## src/rtl/usb_rw_arbiter_pkg.sv

```systemverilog
`default_nettype none
// +--------------------------------------------------------------------+
// | usb_rw_arbiter_pkg : shared types and defaults for usb_rw_arbiter  |
// | Revision 1.0                                                       |
// +--------------------------------------------------------------------+
package usb_rw_arbiter_pkg;

    localparam int          NUM_REQ                = 2;
    localparam int          DEFAULT_MAX_RETRY      = 2;
    localparam logic [15:0] DEFAULT_TIMEOUT_CYCLES = 16'd50000;

    typedef enum logic [1:0] {
        ST_IDLE  = 2'd0,
        ST_ISSUE = 2'd1,
        ST_WAIT  = 2'd2,
        ST_RESP  = 2'd3
    } arb_state_t;

endpackage
`default_nettype wire

```

## src/rtl/usb_rr_picker.sv

```systemverilog
`default_nettype none
// +--------------------------------------------------------------------+
// | usb_rr_picker : combinational 2-way round-robin requester select   |
// | Revision 1.0                                                       |
// +--------------------------------------------------------------------+
module usb_rr_picker
    import usb_rw_arbiter_pkg::*;
(
    input  logic [NUM_REQ-1:0] req_valid,
    input  logic               last_grant,
    output logic               grant_idx,
    output logic               grant_valid
);

    always_comb begin
        grant_valid = |req_valid;
        // On contention the requester that did not win last time goes next.
        if (&req_valid) begin
            grant_idx = ~last_grant;
        end else begin
            grant_idx = req_valid[1];
        end
    end

endmodule
`default_nettype wire

```

## src/rtl/usb_rw_arbiter.sv

```systemverilog
`default_nettype none
// +--------------------------------------------------------------------+
// | usb_rw_arbiter : two-requester arbiter in front of a USB read/write |
// | sequencer with retry and timeout.               Revision 1.0       |
// +--------------------------------------------------------------------+
module usb_rw_arbiter
    import usb_rw_arbiter_pkg::*;
#(
    parameter int          MAX_RETRY      = DEFAULT_MAX_RETRY,
    parameter logic [15:0] TIMEOUT_CYCLES = DEFAULT_TIMEOUT_CYCLES
) (
    input  logic                 clock,
    input  logic                 reset,

    input  logic [NUM_REQ-1:0]   req_valid,
    output logic [NUM_REQ-1:0]   req_ready,
    input  logic [NUM_REQ-1:0]   req_write,
    input  logic [NUM_REQ*16-1:0] req_mempage,
    input  logic [NUM_REQ*64-1:0] req_wdata,

    output logic [NUM_REQ-1:0]   rsp_valid,
    input  logic [NUM_REQ-1:0]   rsp_ready,
    output logic                 rsp_success,
    output logic                 rsp_timeout,
    output logic [63:0]          rsp_rdata,

    output logic                 read_start,
    output logic                 write_start,
    output logic [15:0]          read_mempage,
    output logic [15:0]          write_mempage,
    output logic [63:0]          write_data,
    input  logic                 finished,
    input  logic                 read_success,
    input  logic                 write_success,
    input  logic [63:0]          read_data
);

    localparam int                 RETRY_W     = (MAX_RETRY > 0) ? $clog2(MAX_RETRY + 1) : 1;
    localparam logic [RETRY_W-1:0] RETRY_LIMIT = RETRY_W'(MAX_RETRY);
    localparam logic [16:0]        TMO_LAST    = {1'b0, TIMEOUT_CYCLES} - 17'd1;

    arb_state_t         state;
    arb_state_t         state_next;

    logic               owner;
    logic               op_write;
    logic [15:0]        mempage;
    logic [63:0]        wdata;
    logic [RETRY_W-1:0] retry_cnt;
    logic [15:0]        tmo_cnt;
    logic               last_grant;

    logic               pick_idx;
    logic               pick_valid;
    logic               grant;
    logic               xfer_ok;
    logic               can_retry;
    logic               timeout_hit;
    logic [15:0]        tmo_inc;
    logic               pick_write;
    logic [15:0]        pick_page;
    logic [63:0]        pick_wdata;

    usb_rr_picker u_picker (
        .req_valid   (req_valid),
        .last_grant  (last_grant),
        .grant_idx   (pick_idx),
        .grant_valid (pick_valid)
    );

    assign pick_write = pick_idx ? req_write[1]          : req_write[0];
    assign pick_page  = pick_idx ? req_mempage[31:16]    : req_mempage[15:0];
    assign pick_wdata = pick_idx ? req_wdata[127:64]     : req_wdata[63:0];

    assign xfer_ok   = op_write ? write_success : read_success;
    assign can_retry = (retry_cnt < RETRY_LIMIT);

    // Saturating count; the timeout fires as the count arrives at its last value.
    assign tmo_inc     = (&tmo_cnt) ? tmo_cnt : tmo_cnt + 16'd1;
    assign timeout_hit = ({1'b0, tmo_inc} >= TMO_LAST);

    assign read_mempage  = mempage;
    assign write_mempage = mempage;
    assign write_data    = wdata;

    assign rsp_valid = (state == ST_RESP) ? (owner ? 2'b10 : 2'b01) : 2'b00;

    always_ff @(posedge clock) begin
        if (reset) begin
            state <= ST_IDLE;
        end else begin
            state <= state_next;
        end
    end

    always_comb begin
        state_next  = state;
        req_ready   = '0;
        read_start  = 1'b0;
        write_start = 1'b0;
        grant       = 1'b0;
        case (state)
            ST_IDLE: begin
                if (!reset && pick_valid) begin
                    grant               = 1'b1;
                    req_ready[pick_idx] = 1'b1;
                    state_next          = ST_ISSUE;
                end
            end
            ST_ISSUE: begin
                write_start = op_write;
                read_start  = ~op_write;
                state_next  = ST_WAIT;
            end
            ST_WAIT: begin
                // A completion on the timeout cycle wins over the timeout.
                if (finished) begin
                    if (xfer_ok || !can_retry) begin
                        state_next = ST_RESP;
                    end else begin
                        state_next = ST_ISSUE;
                    end
                end else if (timeout_hit) begin
                    state_next = ST_RESP;
                end
            end
            ST_RESP: begin
                if (rsp_ready[owner]) begin
                    state_next = ST_IDLE;
                end
            end
            default: state_next = ST_IDLE;
        endcase
    end

    always_ff @(posedge clock) begin
        if (reset) begin
            owner       <= 1'b0;
            op_write    <= 1'b0;
            mempage     <= '0;
            wdata       <= '0;
            retry_cnt   <= '0;
            tmo_cnt     <= '0;
            last_grant  <= 1'b1;
            rsp_success <= 1'b0;
            rsp_timeout <= 1'b0;
            rsp_rdata   <= '0;
        end else begin
            case (state)
                ST_IDLE: begin
                    if (grant) begin
                        owner       <= pick_idx;
                        last_grant  <= pick_idx;
                        op_write    <= pick_write;
                        mempage     <= pick_page;
                        wdata       <= pick_wdata;
                        retry_cnt   <= '0;
                        rsp_success <= 1'b0;
                        rsp_timeout <= 1'b0;
                        rsp_rdata   <= '0;
                    end
                end
                ST_ISSUE: begin
                    tmo_cnt <= '0;
                end
                ST_WAIT: begin
                    tmo_cnt <= tmo_inc;
                    if (finished) begin
                        if (xfer_ok) begin
                            rsp_success <= 1'b1;
                            rsp_timeout <= 1'b0;
                            if (!op_write) begin
                                rsp_rdata <= read_data;
                            end
                        end else if (can_retry) begin
                            retry_cnt <= retry_cnt + RETRY_W'(1);
                        end else begin
                            rsp_success <= 1'b0;
                            rsp_timeout <= 1'b0;
                        end
                    end else if (timeout_hit) begin
                        rsp_success <= 1'b0;
                        rsp_timeout <= 1'b1;
                    end
                end
                default: begin
                end
            endcase
        end
    end

endmodule
`default_nettype wire

```

## config.mk

```make
export PLATFORM = sky130hd
export DESIGN_NAME = usb_rw_arbiter
export DESIGN_NICKNAME = d
export VERILOG_FILES = /design/src/rtl/usb_rw_arbiter_pkg.sv /design/src/rtl/usb_rr_picker.sv /design/src/rtl/usb_rw_arbiter.sv
export SDC_FILE = /design/constraint.sdc
export NUM_CORES = 1
export LEC_CHECK = 0
export ABC_CLOCK_PERIOD_IN_PS = 7100
export CAP_MARGIN = 20
export CORE_AREA = 2 2 157 159
export CTS_CLUSTER_SIZE = 14
export DETAILED_ROUTE_END_ITERATION = 10
export DIE_AREA = 0 0 159 161
export PLACE_DENSITY = 0.72
export REMOVE_ABC_BUFFERS = 1
export SYNTH_ARGS = -nofsm -noshare
export SYNTH_HDL_FRONTEND = slang
export SYNTH_HIERARCHICAL = 1
export SYNTH_SLANG_ARGS = --single-unit
export TNS_END_PERCENT = 100
```

## constraint.sdc

```tcl
create_clock -name clock -period 7.1 [get_ports clock]
set_input_delay 2.13 -clock clock [delete_from_list [all_inputs] [get_ports clock]]
set_output_delay 2.13 -clock clock [all_outputs]
set_load 0.005 [all_outputs]
```

Word-level counts from Yosys, hierarchy flattened:

Index checks and enable logic that the tools add are counted.

* output and inout bits: 168
* register bits: 169

* equal/unequal tests: 13
* magnitude comparators: 5
* $add $sub $neg: 2
* bitwise logic cells: 2
* reduce and logical (&&, ||, !) cells: 16
* multiplexer cells: 45

Operators with widths (number)
* 64-bit two-way mux: 5
* 64-bit case mux with 2 select lines: 1
* 16-bit two-way mux: 2
* 16-bit case mux with 2 select lines: 1
* 2-bit two-way mux: 13
* 1-bit two-way mux: 18
* 16-bit by 1-bit adder with 16-bit output, second input constant: 1
* 16-bit greater-or-equal comparator, second input constant: 1
* 16-bit AND reduction: 1
* 2-bit != test, second input constant: 7
* 5-bit AND reduction: 2
* 2-bit case mux with 4 select lines: 1
* 2-bit equality test, second input constant: 2
* 1-bit by 2-bit less-than comparator with 1-bit output, second input constant: 2
* 4-bit != test, second input constant: 1
* 1-bit case mux with 2 select lines: 2
* 2-bit case mux with 2 select lines: 1
* 2-bit AND reduction: 2
* 4-bit AND reduction: 1
* 2-bit nonzero test: 2
* 3-bit != test, second input constant: 1
* 3-bit AND reduction: 1
* 2-bit by 1-bit adder with 2-bit output, second input constant: 1
* 2-bit by 1-bit equality test with 1-bit output, second input constant: 1
* 10 further kinds: 13

Longest topological paths before layout:

Gate-level depths: netlist of run 1.

* word-level depth: 8
* mapped depth: 10
* mapped depth without buffers: 8

Hierarchy:

The synthesis of run 1 kept the hierarchy.

Modules (own cells, without submodules)
* usb_rw_arbiter: instances 1, cells each 888, area each 7541.0 µm², sequential area each 3383.2 µm²
* usb_rr_picker: instances 1, cells each 2, area each 13.8 µm², sequential area each 0.0 µm²

Least setup slack after synthesis of run 1:

Ideal clock, no wire load.

* path type: input port to output port
* start: input port req_valid[1]
* end: output port req_ready[1]
* stages: 5
* arrival time: 3.296 ns
* required time: 4.970 ns
* path buffers: 2
* path slack: 1.674 ns
* path through: a21boi_1 > clkbuf_1 > clkbuf_1 > nand2_1 > inv_1

* longest elaborated chain between the ends: 8

Ends and longest elaborated chain
* from (decl): line usb_rw_arbiter.sv:15 `input logic [NUM_REQ-1:0] req_valid,`
* 2-bit AND reduction: line usb_rr_picker.sv:18 `if (&req_valid) begin`
* 1-bit two-way mux: line usb_rr_picker.sv:18
* 1-bit by 2-bit less-than comparator with 1-bit output (implied by the code) / 1-bit greater-or-equal comparator (equally long branches): line usb_rw_arbiter.sv:106 `req_ready[pick_idx] = 1'b1;`
* 1-bit logical AND (implied by the code): line usb_rw_arbiter.sv:106
* 1-bit two-way mux (implied by the code): line usb_rw_arbiter.sv:106
* 1-bit demux with 1-bit select: line usb_rw_arbiter.sv:106
* 2-bit two-way mux (*): line usb_rw_arbiter.sv:104 `if (!reset && pick_valid) begin`
* 2-bit two-way mux (*): line usb_rw_arbiter.sv:102 `case (state)`
* to (decl): line usb_rw_arbiter.sv:16 `output logic [NUM_REQ-1:0] req_ready,`

Every way passes the cells marked *; elsewhere a longest branch is shown, timed or not.

Worst setup path in the final report of run 1:

* start: input port req_valid[0]
* end: output port req_ready[1]

RTL lines
* 2-bit OR reduction: line usb_rr_picker.sv:16 `grant_valid = |req_valid;`
* net pick_valid: line usb_rw_arbiter.sv:54 `logic pick_valid;`
* 1-bit logical AND: line usb_rw_arbiter.sv:104
* 2-bit two-way mux: line usb_rw_arbiter.sv:104
* 2-bit two-way mux: line usb_rw_arbiter.sv:102

The timed path passes the listed nets, and every way through them passes these cells.

==> flow_summary.json, run 1 <==
{
  "start_util": 0.315,
  "place_congestion": 0.834,
  "p_per_area_mw_per_mm2": 275,
  "place_ws_ns": 0.832,
  "hold_viol_final": 0,
  "cts_max_level": 4,
  "internal_power_uw": 2170,
  "first_pass_iters": 5,
  "cts_resized": 0,
  "crit_top_cell": "clkdlybuf4s50_1",
  "drt_iter0_drc": 585,
  "peakVddDrop_mv": 0.216,
  "combPwrFrac": 0.381,
  "synth_area_leader_cell": "dfxtp_1",
  "nNetsFinal": 1465,
  "grt_pass1_wl_mm": 39.2,
  "ctsHoldBuffers": 0,
  "outcome": "finished, final reports clean",
  "timing.fmax_ghz": 0.159,
  "crit_chain": "clkdlybuf4s50_1, or2_1, and3_4, nand2_1, inv_1, clkdlybuf4s50_1",
  "relSlewSlack": 0.287,
  "grt_setup_unrepaired": "false",
  "n_fill_cell": 2290,
  "worstMarginPinSlew_ns": 1.07,
  "dieWidth_um": 159,
  "ys_ff_latch": 169,
  "cp.required_ns": 4.97,
  "synth_top_cell_area_share": 0.448,
  "hp-start": "rsp_rdata[8]",
  "regArea_mm2": 0.00338,
  "holdPathStages": 2,
  "arrival_ns": 4.17,
  "swShare": 0.356,
  "yosys.cell_types.count": 56,
  "cap_violations": 0,
  "cpMaxStageDelayCell": "and3_4",
  "critPathMaxFanout": 56,
  "fin_skew_ns": 0.0108,
  "finalCriticalPeriod_ns": 6.30,
  "finalWirelength_mm": 25.9,
  "synth_edf_count": 0,
  "row_count": 57,
  "portBuffers": 402,
  "min_path_type": "reg2reg",
  "antenna_found_initial": 0,
  "place_area_mm2": 0.0117,
  "crit_cells": 6,
  "yosysMostFrequentCell": "dfxtp_1",
  "clock_latency_ns": 0.43,
  "clk_pin_slew_worst_paths_ns": 0.07,
  "reg2reg_depth": 8,
  "syn-cell-area_mm2": 0.00755,
  "ys.flop_type": "dfxtp_1",
  "synth_common_cells": "dfxtp_1, nor2_1, a21oi_1",
  "slew_violations": 0,
  "wl_per_cell_um": 16.6,
  "met2_usage": 0.337,
  "antenna_left": 0,
  "dr_total_vias": 7707,
  "path_class": "in2out",
  "start_kind": "input pin",
  "async_reset_ff_frac": 0,
  "cp-end-kind": "primary output",
  "startpoint": "req_valid[0]",
  "dieArea_mm2": 0.0256,
  "use_met1": 0.231,
  "numCtsBuffers": 17,
  "rr_startpoint": "tmo_cnt[0]",
  "grtUsageMet3": 0.0475,
  "busiest_layer": "met2",
  "cts_root_buf": "clkbuf_16",
  "stdcell_area_mm2": 0.0122,
  "slowest_delay_ns": 0.57,
  "grt_usage": 0.193,
  "period_share": 0.888,
  "multiInputGateArea_mm2": 0.00372,
  "overflow": 0,
  "holdWs_ns": 0.449,
  "pin_count": 403,
  "viasPerCell": 4.93,
  "dp_hpwl_mm": 19.1,
  "dieHeight_um": 161,
  "p_sw_uw": 1200,
  "grt_max_degree": 109,
  "clk_path_buf_depth": 2,
  "core_mm2": 0.0240,
  "synth_cells": 890,
  "seq_power_share": 0.350,
  "syn2layout_area_growth_pct": 61.9,
  "power.leakage_uw": 0.00420,
  "crit_buf_inv": 3,
  "avgSynthCellArea_um2": 8.49,
  "drc_errors": 0,
  "drive_above_1_share": 0.0436,
  "cts_sinks": 169,
  "cts_tree": "yes",
  "crit_family": "buffers and inverters",
  "yosysWarnings": 6,
  "pwr-share-clk": 0.269,
  "setup_violations": 0,
  "first_global_vias": 7125,
  "worst_slack_ns": 0.797,
  "seq_area_frac_synth": 0.448,
  "postCtsSetupRepairBufs": 0,
  "synth_area_leaders": "dfxtp_1, mux2i_1, a211oi_1, a21oi_1, nor2_1"
}
## tightest hold or removal path, stage by stage (launching register included)
cell and delay [ns]:
dfxtp_1 0.31, nand2_1 0.05, a21oi_1 0.05
## logic make-up (layout without fill, tap and decap cells)
family          Yosys count  in the layout  synth area share
compound gates          223            223             0.190
xor+xnor                  1              1           0.00116
fa+ha+maj                 5              5           0.00828
buf+inv                 109            457            0.0638
flops                   169            169             0.448
mux                      82             82             0.109
other cells               0              1                 0
simple gates            301            301             0.180
## state kept, by name (all words and copies together), names as in the netlist
signal,flops
read_mempage,16
retry_cnt,2
last_grant,1
op_write,1
state,2
tmo_cnt,16
rsp_timeout,1
rsp_success,1
owner,1
write_data,64
rsp_rdata,64
## power groups by stage
stage          logic [uW]  registers, uW  clock network, uW
2_1_floorplan         601           1210                  0
3_3_place_gp         1260           1190                  0
3_5_place_dp         1290           1200                  0
4_1_cts              1300           1180                931
5_1_grt              1400           1200                972
6_report             1280           1180                907
## cell type report
class,count,area share
inverters,15,0.00460
multi-input cells,612,0.304
diodes,1,0.000205
repair buffers,410,0.335
clock inverters,13,0.0100
flip-flops and latches,169,0.277
clock buffers,19,0.0362
well taps,324,0.0332
## final timing paths
kind,to,slack (ns)
max,req_ready[1],0.80
min,rsp_rdata[8],0.45
max reg2reg,rsp_success,4.16
min reg2reg,rsp_rdata[8],0.45
## routing by layer
layer / up-vias / wire length, um
li1: 3834 / -
met1: 3541 / 10600
met2: 302 / 13000
met3: 30 / 1760
met4: 0 / 580
met5: - / 0
## stage by stage
stage,cells,total power (uW),utilization,setup TNS [ns]
final,1563,3370,0.510,0
after global routing,1562,3570,0.510,0
after CTS,1562,3410,0.510,0
after detailed placement,1530,2490,0.487,0
after global placement,1529,2460,0.486,0
after floorplan,796,1810,-,-125.21
## placed cells by master, fill, tap and decap left out, types with 5 or more instances in the layout
| master | n |
|---|---|
| dfxtp_1 | 169 |
| a21oi_1 | 89 |
| nand2_1 | 84 |
| buf_4 | 8 |
| o21ai_0 | 13 |
| a211oi_1 | 88 |
| nand3_1 | 73 |
| clkdlybuf4s50_1 | 401 |
| clkbuf_16 | 17 |
| nand4_1 | 5 |
| mux2i_1 | 81 |
| inv_1 | 14 |
| nor2_1 | 100 |
| nor3_1 | 10 |
| inv_6 | 6 |
No activity file was read; power rests on OpenSTA's default activity.
==> run 2, diff against run 1 <==
==> constraint.sdc (replaced) <==
create_clock -name clock -period 7.1 [get_ports clock]
set_input_delay 1.42 -clock clock [delete_from_list [all_inputs] [get_ports clock]]
set_output_delay 1.42 -clock clock [all_outputs]
set_load 0.005 [all_outputs]
==> flow_summary.json, run 2 (synthesis gave the netlist of run 1 again) <==
{
  "postCtsSetupRepairBufs": 0,
  "swShare": 0.355,
  "finalCriticalPeriod_ns": 4.89,
  "placed_cells": 1529,
  "arrival_ns": 3.47,
  "min_path_type": "reg2reg",
  "cpMaxStageDelayCell": "and3_4",
  "dieWidth_um": 159,
  "start_kind": "input pin",
  "clk_path_buf_depth": 2,
  "antenna_left": 0,
  "first_pass_iters": 5,
  "outcome": "finished, final reports clean",
  "viasPerCell": 4.90,
  "place_congestion": 0.867,
  "pwr-share-clk": 0.276,
  "core_mm2": 0.0240,
  "fin_cells": 1562,
  "grt_max_degree": 105,
  "p_per_area_mw_per_mm2": 278,
  "peakVddDrop_mv": 0.221,
  "fin_skew_ns": 0.0107,
  "worstMarginPinSlew_ns": 1.03,
  "internal_power_uw": 2200,
  "dp_hpwl_mm": 19.3,
  "multiInputGateArea_mm2": 0.00372,
  "combPwrFrac": 0.377,
  "worst_slack_ns": 2.21,
  "first_global_vias": 7248,
  "slowest_delay_ns": 0.56,
  "critPathMaxFanout": 60,
  "numCtsBuffers": 17,
  "cts_tree": "yes",
  "holdPathStages": 2,
  "overflow": 0,
  "pin_count": 403,
  "cp-end-kind": "primary output",
  "mostFrequentLayoutCell": "clkdlybuf4s50_1",
  "period_share": 0.688,
  "dieArea_mm2": 0.0256,
  "drive_above_1_share": 0.0437,
  "row_count": 57,
  "r2r_slack_ns": 4.20,
  "cts_max_level": 4,
  "timing.fmax_ghz": 0.205,
  "startpoint": "req_valid[0]",
  "place_area_mm2": 0.0117,
  "fin_util": 0.511,
  "place_ws_ns": 2.23,
  "reg2reg_depth": 8,
  "drc_errors": 0,
  "wl_per_cell_um": 16.7,
  "crit_cells": 6,
  "path_class": "in2out",
  "crit_top_cell": "clkdlybuf4s50_1",
  "portBuffers": 402,
  "nNetsFinal": 1464,
  "grt_pass1_wl_mm": 39.6,
  "n_fill_cell": 2309,
  "cts_root_buf": "clkbuf_16",
  "start_util": 0.315,
  "grt_setup_unrepaired": "false",
  "dr_total_vias": 7655,
  "setup_violations": 0,
  "p_sw_uw": 1210,
  "grt_usage": 0.194,
  "p_total_uw": 3410,
  "ctsHoldBuffers": 0,
  "regArea_mm2": 0.00338,
  "cap_violations": 0,
  "hp-start": "rsp_rdata[63]",
  "cts_resized": 0,
  "stdcell_area_mm2": 0.0123,
  "hold_viol_final": 0,
  "antenna_found_initial": 1,
  "crit_family": "buffers and inverters",
  "cts_sinks": 169,
  "clk_pin_slew_worst_paths_ns": 0.07,
  "crit_buf_inv": 3,
  "finalWirelength_mm": 26.1,
  "cp.required_ns": 5.68,
  "rr_startpoint": "tmo_cnt[0]",
  "clock_latency_ns": 0.42,
  "relSlewSlack": 0.316,
  "drt_iter0_drc": 524,
  "power.leakage_uw": 0.00422,
  "seq_power_share": 0.346,
  "dieHeight_um": 161,
  "slew_violations": 0,
  "crit_chain": "clkdlybuf4s50_1, or2_1, and3_4, nand2_1, inv_1, clkdlybuf4s50_1",
  "layout_common_cells": "clkdlybuf4s50_1, dfxtp_1, nor2_1, a21oi_1, a211oi_1",
  "syn2layout_area_growth_pct": 62.2
}
run 2: cell types whose count changed in the layout (fill, tap and decap cells not counted), sizes merged:
cell      previous run  this run
clkinvlp             1         0
clkbuf              19        17
bufinv               0         1
clkinv               3         5
buf                  9         8
run 2: layer usage:
| layer | global-route usage | up-vias | wire (um) |
|---|---|---|---|
| met4 | 0.0793 | 0 | 820 |
| met5 | 0 | - | 0 |
| met1 | 0.232 | 3472 | 10800 |
| met2 | 0.333 | 307 | 12700 |
| met3 | 0.0501 | 37 | 1760 |
| li1 | - | 3839 | - |
run 2: through the flow:
step                      hold slack (ns)  setup TNS [ns]
after global placement              0.437               0
after CTS                           0.453               0
after global routing                0.471               0
after detailed placement            0.443               0
final                               0.450               0
after floorplan                     0.431          -63.44
run 2: layout make-up:
| class | count | share of cell area |
|---|---|---|
| Inverter | 15 | 0.00460 |
| Multi-Input combinational cell | 612 | 0.304 |
| Tap cell | 324 | 0.0331 |
| Clock buffer | 17 | 0.0347 |
| Antenna cell | 1 | 0.000204 |
| Timing Repair Buffer | 409 | 0.334 |
| Sequential cell | 169 | 0.276 |
| Clock inverter | 15 | 0.0140 |
run 2: power groups by stage:
stage | logic (uW) | clock network (uW) | registers, uW
3_3_place_gp | 1270 | 0 | 1200
6_report | 1290 | 941 | 1180
5_1_grt | 1400 | 1010 | 1200
3_5_place_dp | 1290 | 0 | 1200
2_1_floorplan | 601 | 0 | 1210
4_1_cts | 1300 | 974 | 1180
run 2: path summary, 6_finish.rpt:
kind / end
worst max-delay path: req_ready[1]
worst min-delay path: rsp_rdata[63]
worst max register to register: rsp_success
worst min register to register: rsp_rdata[63]
run 2: worst min-delay path: cells and delay by family (launching register included):
kind	cells	cell delay [ns]
compound gates	1	0.05
flops	1	0.31
simple gates	1	0.05
